--- src/rtl/mem_port_arbiter.sv ---
// mem_port_arbiter
//   Shares one external memory port between instruction fetch and the LSU
//   data path. Three-way round-robin (fetch read, data read, data write),
//   one outstanding read at a time, writes issued as single-cycle posted
//   pulses. Read responses are routed back to their owner; a fetch response
//   can be dropped by i_kill.
//
//   Ports:
//     clk, rst                         clock, synchronous active-high reset
//     i_ren/i_raddr -> i_ready         fetch read request / accept
//     i_rvalid/i_rdata                 fetch response
//     i_kill                           drop pending/arriving fetch response
//     d_ren/d_raddr -> d_rready        data read request / accept
//     d_rvalid/d_rdata                 data read response
//     d_wen/d_waddr/d_wdata -> d_wready data write request / accept
//     mem_ren/mem_raddr, mem_rvalid/mem_rdata   memory read port
//     mem_wen/mem_waddr/mem_wdata      memory write port
//
//   Optional: define MEM_ARB_STATS_EN to add the statistics counters
//   stat_i_grants, stat_d_rgrants, stat_d_wgrants, stat_conflict_cycles.
//
//   state | meaning
//   IDLE  | arbitrating; grants at most one request per cycle
//   RD_I  | fetch read outstanding on the memory port
//   RD_D  | data read outstanding on the memory port
//   WR    | posted write pulse on the memory port
module mem_port_arbiter #(
  parameter int ADDR_BITS = 64,
  parameter int DATA_BITS = 64,
  parameter int CNT_BITS  = 32
) (
  input  logic                 clk,
  input  logic                 rst,
  input  logic                 i_ren,
  input  logic [ADDR_BITS-1:0] i_raddr,
  output logic                 i_ready,
  output logic                 i_rvalid,
  output logic [DATA_BITS-1:0] i_rdata,
  input  logic                 i_kill,
  input  logic                 d_ren,
  input  logic [ADDR_BITS-1:0] d_raddr,
  output logic                 d_rready,
  output logic                 d_rvalid,
  output logic [DATA_BITS-1:0] d_rdata,
  input  logic                 d_wen,
  input  logic [ADDR_BITS-1:0] d_waddr,
  input  logic [DATA_BITS-1:0] d_wdata,
  output logic                 d_wready,
  output logic                 mem_ren,
  output logic [ADDR_BITS-1:0] mem_raddr,
  input  logic                 mem_rvalid,
  input  logic [DATA_BITS-1:0] mem_rdata,
  output logic                 mem_wen,
  output logic [ADDR_BITS-1:0] mem_waddr,
  output logic [DATA_BITS-1:0] mem_wdata
`ifdef MEM_ARB_STATS_EN
  ,
  output logic [CNT_BITS-1:0]  stat_i_grants,
  output logic [CNT_BITS-1:0]  stat_d_rgrants,
  output logic [CNT_BITS-1:0]  stat_d_wgrants,
  output logic [CNT_BITS-1:0]  stat_conflict_cycles
`endif
);

  typedef enum logic [1:0] {IDLE, RD_I, RD_D, WR} state_t;
  typedef enum logic [1:0] {FETCH, DREAD, DWRITE} cls_t;

  state_t state, state_nx;
  cls_t   rr_ptr, rr_nx;
  logic   kill_flag, kill_nx;

  logic [ADDR_BITS-1:0] raddr_q, waddr_q;
  logic [DATA_BITS-1:0] wdata_q, i_rdata_q, d_rdata_q;

  logic [2:0] req;
  logic       grant_any;
  cls_t       winner;

  assign req = {d_wen, d_ren, i_ren};

  function automatic cls_t next_cls(input cls_t c);
    case (c)
      FETCH:   next_cls = DREAD;
      DREAD:   next_cls = DWRITE;
      default: next_cls = FETCH;
    endcase
  endfunction

  // Scan three classes starting at rr_ptr; first active request wins.
  always_comb begin : arb
    cls_t cand;
    grant_any = 1'b0;
    winner    = FETCH;
    cand      = rr_ptr;
    for (int k = 0; k < 3; k++) begin
      if (!grant_any && req[cand]) begin
        winner    = cand;
        grant_any = 1'b1;
      end
      cand = next_cls(cand);
    end
  end

  always_comb begin
    state_nx  = state;
    rr_nx     = rr_ptr;
    kill_nx   = kill_flag;
    i_ready   = 1'b0;
    d_rready  = 1'b0;
    d_wready  = 1'b0;
    i_rvalid  = 1'b0;
    d_rvalid  = 1'b0;
    mem_ren   = 1'b0;
    mem_wen   = 1'b0;
    case (state)
      IDLE: begin
        if (grant_any) begin
          rr_nx = next_cls(winner);
          case (winner)
            FETCH:   begin i_ready  = 1'b1; state_nx = RD_I; end
            DREAD:   begin d_rready = 1'b1; state_nx = RD_D; end
            default: begin d_wready = 1'b1; state_nx = WR;   end
          endcase
        end
      end
      RD_I: begin
        mem_ren = 1'b1;
        if (mem_rvalid) begin
          i_rvalid = !(kill_flag | i_kill);
          state_nx = IDLE;
          kill_nx  = 1'b0;
        end else if (i_kill) begin
          kill_nx = 1'b1;
        end
      end
      RD_D: begin
        mem_ren = 1'b1;
        if (mem_rvalid) begin
          d_rvalid = 1'b1;
          state_nx = IDLE;
          kill_nx  = 1'b0;
        end
      end
      default: begin
        mem_wen  = 1'b1;
        state_nx = IDLE;
        kill_nx  = 1'b0;
      end
    endcase
    // Outputs are quiet during reset even though state has not yet cleared.
    if (rst) begin
      i_ready  = 1'b0;
      d_rready = 1'b0;
      d_wready = 1'b0;
      i_rvalid = 1'b0;
      d_rvalid = 1'b0;
      mem_ren  = 1'b0;
      mem_wen  = 1'b0;
    end
  end

  always_ff @(posedge clk) begin
    if (rst) begin
      state     <= IDLE;
      rr_ptr    <= FETCH;
      kill_flag <= 1'b0;
      raddr_q   <= '0;
      waddr_q   <= '0;
      wdata_q   <= '0;
      i_rdata_q <= '0;
      d_rdata_q <= '0;
    end else begin
      state     <= state_nx;
      rr_ptr    <= rr_nx;
      kill_flag <= kill_nx;
      if (i_ready)  raddr_q <= i_raddr;
      if (d_rready) raddr_q <= d_raddr;
      if (d_wready) begin
        waddr_q <= d_waddr;
        wdata_q <= d_wdata;
      end
      if (i_rvalid) i_rdata_q <= mem_rdata;
      if (d_rvalid) d_rdata_q <= mem_rdata;
    end
  end

  // Response buses pass memory data through in the valid cycle, else hold.
  assign i_rdata   = i_rvalid ? mem_rdata : i_rdata_q;
  assign d_rdata   = d_rvalid ? mem_rdata : d_rdata_q;
  assign mem_raddr = raddr_q;
  assign mem_waddr = waddr_q;
  assign mem_wdata = wdata_q;

`ifdef MEM_ARB_STATS_EN
  logic [1:0] n_req;
  logic       conflict;

  assign n_req    = {1'b0, i_ren} + {1'b0, d_ren} + {1'b0, d_wen};
  assign conflict = (state == IDLE) ? (n_req >= 2'd2) : (n_req != 2'd0);

  always_ff @(posedge clk) begin
    if (rst) begin
      stat_i_grants        <= '0;
      stat_d_rgrants       <= '0;
      stat_d_wgrants       <= '0;
      stat_conflict_cycles <= '0;
    end else begin
      if (i_ready)  stat_i_grants        <= stat_i_grants + 1'b1;
      if (d_rready) stat_d_rgrants       <= stat_d_rgrants + 1'b1;
      if (d_wready) stat_d_wgrants       <= stat_d_wgrants + 1'b1;
      if (conflict) stat_conflict_cycles <= stat_conflict_cycles + 1'b1;
    end
  end
`endif

endmodule
--- config.mk ---
export PLATFORM = sky130hd
export DESIGN_NAME = mem_port_arbiter
export DESIGN_NICKNAME = d
export VERILOG_FILES = /design/src/rtl/mem_port_arbiter.sv
export SDC_FILE = /design/constraint.sdc
export NUM_CORES = 1
export LEC_CHECK = 0
export CORE_AREA = 2 2 257 259
export DETAILED_ROUTE_END_ITERATION = 8
export DIE_AREA = 0 0 259 261
export GPL_TIMING_DRIVEN = 0
export PLACE_DENSITY = 0.42
export RECOVER_POWER = 50
export SLEW_MARGIN = 5
export SYNTH_ARGS = -nofsm -noshare
export SYNTH_HDL_FRONTEND = slang
export SYNTH_SLANG_ARGS = --single-unit
--- constraint.sdc ---
create_clock -name clk -period 5.4 [get_ports clk]
set_input_delay 1.08 -clock clk [delete_from_list [all_inputs] [get_ports clk]]
set_output_delay 1.08 -clock clk [all_outputs]
set_load 0.05 [all_outputs]
Word level (Yosys, flattened, before mapping)
Index checks and enable logic that the tools add are counted.

Bits in registers: 325. Bits of input ports: 327. Word-level logic and storage cells: 87.

Magnitude comparators: 3. Mux-type cells: 49. Reduce and logical (&&, ||, !) cells: 16. Equality and inequality tests: 9. Bitwise operators: 2.

Operator list (number): $mux W64 (4); $mux W1 (31); $pmux W2 S2 (5); $mux W2 (5); $lt A2 B3 Y1 const B (3); $eq A2 B1 Y1 const B (4); $logic_not A2 Y1 (4); $bmux W1 S2 (3); $ne A2 B2 Y1 const B (2); $reduce_and A2 Y1 (2); $reduce_or A2 Y1 (2); $logic_not A1 Y1 (3); $ne A3 B3 Y1 const B (1); $pmux W1 S3 (1); $reduce_and A3 Y1 (1); $reduce_or A3 Y1 (1); $eq A2 B2 Y1 const B (1); $logic_and A1 B1 Y1 (2); $ne A2 B1 Y1 const B (1); $reduce_bool A2 Y1 (1); $not A1 Y1 (1); $or A1 B1 Y1 (1).

Logic depth before layout (Yosys ltp)
Gate-level depths: netlist of run 1.

Word-level depth: 16. Gate-level depth with buffers: 9. Gate-level depth less buffers: 6.

Worst setup path before layout of run 1
OpenSTA, ideal clock, no wires.

Kind: input-to-output. Start point: input port d_wen. End point: output port i_ready. Data required time: 4320 ps. Slack: 1637 ps. Cell stages on the path: 6. Arrival time: 2683 ps. Cell sequence: a21boi_4 o31ai_4 a211o_1 buf_4 buf_6 nor2b_1.

Word-level cells in the longest chain between the ends: 14.

RTL lines: start: declaration (line 45) `input logic d_wen,`; $bmux W1 S2 (line 96) `if (!grant_any && req[cand]) begin`; $mux W1 (implied by the code) (line 96); $mux W1 (line 96); $logic_not A1 Y1 (line 96); $logic_and A1 B1 Y1 (line 96); $mux W1 (line 96); $logic_not A1 Y1 (line 96); $logic_and A1 B1 Y1 (line 96); $mux W2 (line 96); $logic_not A2 Y1 (line 119) `case (winner)`; $mux W1 (line 119); $mux W1 * (line 117) `if (grant_any) begin`; $mux W1 * (line 115) `case (state)`; $mux W1 * (line 151) `if (rst) begin`; end: declaration (line 36) `output logic i_ready,`.

Mark *: on every way between the ends. The rest lies on a longest branch, timed or not. The select of a mux whose other input is x is not followed.

Worst setup path in the final report of run 1
Start point: input port rst. End point: output port d_rdata[62].

Word-level cells in the longest chain between the ends: 2.

RTL lines: start: declaration (line 33) `input logic rst,`; $mux W1 (line 151); $mux W64; end: declaration (line 44) `output logic [DATA_BITS-1:0] d_rdata,`.

No other way between the ends.

==> metrics.md, run 1 <==
| Metric | Value |
|---|---|
| RSZ-0062 raised after global routing | false |
| Die X | 259 um |
| Unique masters post-synth | 33 |
| Mean Syn Cell Area | 9.67 um2 |
| Overall Power | 7.75 mW |
| Warnings from Yosys | 0 |
| First-pass DRT Iterations | 4 |
| Slew Viols, Final | 0 |
| CTS tree | done |
| Core ar. | 65,000 um2 |
| Die span in y | 261 um |
| # DRC | 0 |
| Max Clock Freq | around 0.19 GHz |
| Post-synth top area share | between 50% and 60% |
| Max VDD drop | between 0.15 and 0.2 mV |
| Post-route ant nets | 0 |
| Largest net degree at the start of global routing | 12 |
| Buffers and inverters on the worst path | 4 |
| Seq/Total Area, Yosys | between 50% and 60% |
| Nets | approximately 2,300 |
| Int Power | approximately 5.2 mW |
| Clock skew | 0.0165 ns |
| CP Capture Type | output port |
| P&R area growth vs syn | 71.7% |
| Depth of the CTS H-tree | 2 |
| Synthesized area | 12,600 um2 |
| Slew HR | a little over 40% |
| Initial antenna violation count | 10 |
| DR top layer | met5 |
| Hold WC Path Type | reg2reg |
| CP startpoint kind | input pin |
| Metal3 WL | about 3800 um |
| Max Buffers Root-to-Sink | 3 |
| Post-DR vias/cell | between 4 and 5 |
| GRT Total Usage | about 16% |
| Routed WL | 55,800 um |
| Most Frequent Cell on Critical Path | buf_2 |
| Synth Net Count | around 1,600 |
| Worst-Margin Slew | 0.886 ns |
| Port bufs | 653 |
| Most frequent cells in the layout | clkdlybuf4s50_1 (476), dfxtp_1 (325), nand2_1 (259), dlygate4sd3_1 (177), nor2b_1 (133) |
| Worst path top cell family by delay | buffers and inverters |
| Clock sink count | between 300 and 400 |
| Placer Congestion | about 0.84 |
| Clock latency on the worst-skew pair | 0.55 ns |
| Seq pwr share | 34.9% |
| Slowest CP cell | clkdlybuf4s50_1 |
| CTS root buf | clkbuf_16 |
| Num rows | between 90 and 100 |
| Starting density of the core | approximately 19% |
| Max-cap violations | 0 |
| Final setup viols | 0 |
| CP Max Fanout | 10 |
| Combinational share of power | around 28% |
| Die area | 67,600 um2 |
| Gate Count Post-Synth | around 1,300 |
| Commonest non-fill, non-tap cell in the layout | clkdlybuf4s50_1 |
| Global-route wire length before repair | 79,300 um |
| Switching Fraction | 33.4% |
| Layout cell share with drive strength beyond 1 | 11.5% |
| Synth Register Bits | roughly 330 |
| Total CTS buffers | 43 |
| WS Path Type | in2out |
| Net Switching | about 2.6 mW |
| Post-detail-place hpwl | 44,200 um |
| Power density cells | approximately 360 nW/um2 |
| Worst Path Arrival | between 4 and 5 ns |
| Critical path's largest stage delay | around 0.91 ns |
| Leading area contributor after synthesis | dfxtp_1 |
| Req. time, crit path | between 4 and 5 ns |
| Routed WL per cell | just under 20 um |
| Utilization after layout | approximately 33% |
| Setup TNS | 0 ns |
| Initial DRC Count | 420 |
| Vias in the first global route | approximately 12,000 |
| Fin crit period | around 5.1 ns |
| Remaining Overflow, GRT | 0 |
| Worst-path clk slew | approximately 0.05 ns |
| Hold Fails Final Rpt | 0 |
| Status | finished clean |
| I/O Pins | between 600 and 700 |
| Via count | ~12,000 |
| Final period utilization | a little over nine tenths |
| CP Cell Sequence | dlygate4sd3_1 > nor2b_1 > nand2_1 > buf_2 > buf_2 > mux2_2 > clkdlybuf4s50_1 |
| Routed wire length on met2 | roughly 28,000 um |
| Clock Power Share | between 30% and 40% |
| Top post-synthesis cells by area | dfxtp_1 (52%), mux2_2 (12%), nand2_1 (7.7%) |
| Leakage | 8.78 nW |
| Wl on met1 | ~22,000 um |
[stage by stage]
stage	setup slack, ns	area (um2)	instances	hold slack, ns
after global placement	-0.0432	20200	2820	0.442
after detailed placement	-0.0760	20200	2820	0.446
after global routing	0.112	21600	2903	0.465
after CTS	0.243	21700	2895	0.453
after floorplan	1.64	12600	1303	0.469
final	0.261	21600	2903	0.449
[per-layer routing]
layer | vias to the layer above | global-route usage, %
li1 | 5772 | -
met5 | - | 0
met1 | 5548 | 18.1
met4 | 4 | 5.51
met3 | 76 | 4.40
met2 | 370 | 27.7
[Yosys cell counts (all sizes together)]
library cell / instances
o22ai: 1
a21o: 1
mux2: 129
inv: 4
clkbuf: 41
nand2b: 1
mux2i: 65
o21bai: 1
nor2b: 133
nor3: 1
and2b: 1
nor3b: 1
and3: 1
a21oi: 131
nand3: 2
o211ai: 1
buf: 58
nand3b: 63
a22oi: 1
a21boi: 2
o31ai: 1
nand2: 259
o21ai: 63
nor2: 12
dfxtp: 325
a211o: 1
ha: 4
[area by class of cell]
| cell class | instances | area [um2] |
|---|---|---|
| fillers | 6679 | 43400 |
| repair buffers | 653 | 6540 |
| flip-flops and latches | 325 | 6510 |
| multi-input cells | 875 | 5590 |
| clock buffers | 64 | 1310 |
| well taps | 864 | 1080 |
| plain buffers | 99 | 443 |
| clock inverters | 11 | 130 |
| diodes | 8 | 20.0 |
| inverters | 4 | 15.0 |
[state kept, by name, indices dropped and copies added (netlist names)]
register	count
d_rdata_q	64
rr_ptr	2
mem_wdata	64
mem_waddr	64
mem_raddr	64
i_rdata_q	64
kill_flag	1
state	2
[path summary, 6_finish.rpt]
kind	endpoint	depth (start not counted)	startpoint	slack [ns]
setup / recovery	d_rdata[62]	7	rst	0.26
setup reg to reg	mem_raddr[5]	8	state[0]	2.84
hold reg to reg	mem_wdata[0]	2	mem_wdata[0]	0.45
hold / removal	mem_wdata[0]	2	mem_wdata[0]	0.45
[timing repair]
item,in CTS,in global routing
hold buffers,0,0
buffers inserted,0,0
resized for setup,1,0
setup endpoints to repair,2,0
[power by group through the flow]
stage	logic, mW	clock network, mW	registers [mW]
after floorplan	0.696	0	3.34
after global placement	2.23	0	2.75
after detailed placement	2.22	0	2.76
after CTS	2.23	3.03	2.71
after global routing	2.25	3.13	2.73
final	2.13	2.91	2.70
[logic make-up (layout without fill, tap and decap cells)]
group / after synthesis / count (layout) / share of synthesized area [%]
AOI/OAI and AO/OA: 203 / 203 / 8.63
adders and majority gates: 4 / 4 / 0.397
buffers and inverters: 103 / 831 / 3.84
DFF: 325 / 325 / 51.7
muxes: 194 / 194 / 16.7
other: 0 / 8 / 0
and+or+nand+nor: 474 / 474 / 18.8
[worst register-to-register path, cell delays in order, from the launching register on]
cell	delay [ns]
dfxtp_1	0.39
inv_1	0.08
ha_1	0.30
o31ai_4	0.13
a211o_1	0.19
clkbuf_1	0.45
buf_6	0.23
clkbuf_1	0.48
o21ai_0	0.17
Power figures use the tool's default switching activity.
==> run 2, diff against run 1 <==
Settings changed: PLACE_DENSITY 0.42 to not set, REMOVE_ABC_BUFFERS set to 1.
==> metrics.md, run 2 (synthesis results as in run 1) <==
| Metric | Value |
|---|---|
| Setup Fix Bufs, Post-CTS | 0 (unchanged) |
| Hold WC Path Type | reg2reg |
| Placer Congestion | 0.824 (-2.2%) |
| Reg-to-reg critical path startpoint | rr_ptr[0] |
| P&R area growth vs syn | 69.0% |
| Die span in y | 261 um (unchanged) |
| Post-CTS sizing | 0 (-1) |
| Global-route wire length before repair | 63,600 um (-20%) |
| Clock skew | 0.0116 ns (-0.00487 ns) |
| Fin crit period | 5.18 ns (+0.0421 ns) |
| Failing checks | max-capacitance violations, max-slew violations |
| Initial DRC Count | 436 (+3.8%) |
| Dpl ws | 0.146 ns (+0.222 ns) |
| Max-cap violations | 1 (+1) |
| Starting density of the core | 19.4% (unchanged) |
| Power density cells | 345 nW/um2 (-3.7%) |
| Layout cell share with drive strength beyond 1 | 9.95% (-1.6 points) |
| Worst Path Arrival | 4.10 ns (+0.04 ns) |
| Worst path top cell family by delay | buffers and inverters |
| CTS tree | done |
| Commonest non-fill, non-tap cell in the layout | clkdlybuf4s50_1 |
| Max Clock Freq | 0.193 GHz (-0.81%) |
| RSZ-0062 raised after global routing | false |
| Largest net degree at the start of global routing | 153 (+141) |
| # DRC | 0 (unchanged) |
| Clock latency on the worst-skew pair | 0.54 ns (about the same) |
| I/O Pins | 654 (unchanged) |
| Req. time, crit path | 4.32 ns (about the same) |
| Depth of the CTS H-tree | 2 (unchanged) |
| Most Frequent Cell on Critical Path | clkdlybuf4s50_1 |
| Routed WL per cell | 15.3 um (-21%) |
| Port bufs | 653 (unchanged) |
| Fillcell total | 6,589 (-1.3%) |
| Worst-Margin Slew | 1.68 ns (+0.797 ns) |
| Most frequent cells in the layout | clkdlybuf4s50_1 (502), dfxtp_1 (325), nand2_1 (258), dlygate4sd3_1 (150), nor2b_1 (133) |
| Crit path from | mem_rvalid |
| WS Path Type | in2out |
| Initial antenna violation count | 2 (-8) |
| Final period utilization | 95.9% (+0.78 points) |
| Routed WL | 42,800 um (-23%) |
| First-pass DRT Iterations | 5 (+1) |
| Hold Slack | 0.449 ns (-0.000431 ns) |
| Status | finished, violations left |
| Core ar. | 65,000 um2 (unchanged) |
| Reg2Reg Capture Point | mem_raddr[28] |
| Final setup viols | 0 (unchanged) |
| Hold endpoint | mem_wdata[17] |
| Buffers and inverters on the worst path | 3 (-1) |
| Nets | 2,240 (-3.9%) |
| Via count | 11,279 (-4.2%) |
| Overall Power | 7.34 mW (-5.2%) |
| Post-DR vias/cell | 4.02 (-0.82%) |
| Vias in the first global route | 11,230 (-4.5%) |
| Slowest CP cell | clkdlybuf4s50_1 |
| CTS Hold Bufs | 0 (unchanged) |
| Post-route ant nets | 0 (unchanged) |
| CP Max Fanout | 40 (+30) |
| Clock sink count | 325 (unchanged) |
| Setup TNS | 0 ns (unchanged) |
| Die area | 67,600 um2 (unchanged) |
| CP Capture Type | output port |
| Storage cell area | 6510 um2 (unchanged) |
| Worst-path clk slew | 0.05 ns (about the same) |
| R2R Setup Slk | 1.77 ns (-1.07 ns) |
| HP Start | mem_wdata[17] |
| CTS root buf | clkbuf_16 |
| Levels on crit path | 6 (-1) |
| Post-detail-place hpwl | 31,400 um (-29%) |
| CP Cell Sequence | clkdlybuf4s50_1 > nor2b_1 > nand3_4 > buf_16 > mux2_2 > clkdlybuf4s50_1 |
| Area of the multi-input gates | 5620 um2 (+0.54%) |
| Slew Viols, Final | 100 (+100) |
| PnR worst setup slack | 0.219 ns (-0.0421 ns) |
| CP startpoint kind | input pin |
| WHS Path Cells | 2 (unchanged) |
| Total CTS buffers | 40 (-7.0%) |
| GRT Total Usage | 11.9% (-3.8 points) |
| Critical path's largest stage delay | 0.83 ns (-0.08 ns) |
| Die X | 259 um (unchanged) |
| Slew HR | -12.2% (-53 points) |
| Max VDD drop | 0.203 mV (+7.2%) |
| Hold Fails Final Rpt | 0 (unchanged) |
| Max Buffers Root-to-Sink | 3 (unchanged) |
| Leakage | 8.54 nW (-2.8%) |
| Num rows | 94 (unchanged) |
| R2R depth | 5 (-3) |
| Remaining Overflow, GRT | 0 (unchanged) |
==> run 2: cell count changes in the layout (fill, tap and decap cells not counted), moves of 6 or more <==
cell / delta
buf_2: -41
mux2_1: +7
clkdlybuf4s50_1: +26
mux2_2: -7
dlygate4sd3_1: -27
buf_16: +6
diode_2: -7
clkbuf_1: -53
==> run 2: worst register-to-register path: stages, from the launching register on <==
cell and delay [ns]:
dfxtp_1 0.42, and2b_1 0.21, o21bai_1 0.34, a211o_1 0.76
clkbuf_2 1.34, o21ai_0 0.36
==> run 2: worst max path at each step <==
stage | to
after global placement | i_rdata[13]
after global routing | i_rdata[36]
after detailed placement | i_rdata[33]
after floorplan | d_wready
final | i_rdata[36]
after CTS | i_rdata[33]
==> run 2: stage by stage <==
stage	util [%]	cells	cell area, um2
floorplan	-	1204	12100
global placement	30.4	2721	19700
detailed placement	30.8	2731	20100
CTS	32.8	2804	21300
global route	32.7	2805	21300
finish	32.7	2805	21300
==> run 2: power breakdown <==
part | internal (mW) | leakage (nW) | switching, mW
Combinational | 0.754 | 5.25 | 1.30
Clock | 1.53 | 0.640 | 1.05
Sequential | 2.60 | 2.64 | 0.0954
==> run 2: per-layer routing <==
| layer | global-route usage [%] | routed length, um | part of all wire (%) |
|---|---|---|---|
| met1 | 13.4 | 16500 | 39 |
| met2 | 21.0 | 21600 | 51 |
| met3 | 3.61 | 3220 | 7.5 |
| met4 | 4.50 | 1410 | 3.3 |
| met5 | 0 | 11 | 0.026 |
==> run 2: area by class of cell <==
cell class / count / area share [%]
antenna: 1 / 0.0118
sequential: 325 / 30.6
clock buffer: 58 / 5.59
timing repair buffer: 663 / 31.8
inverter: 4 / 0.0705
clock inverter: 15 / 0.441
multi-input combinational: 875 / 26.4
tap: 864 / 5.08
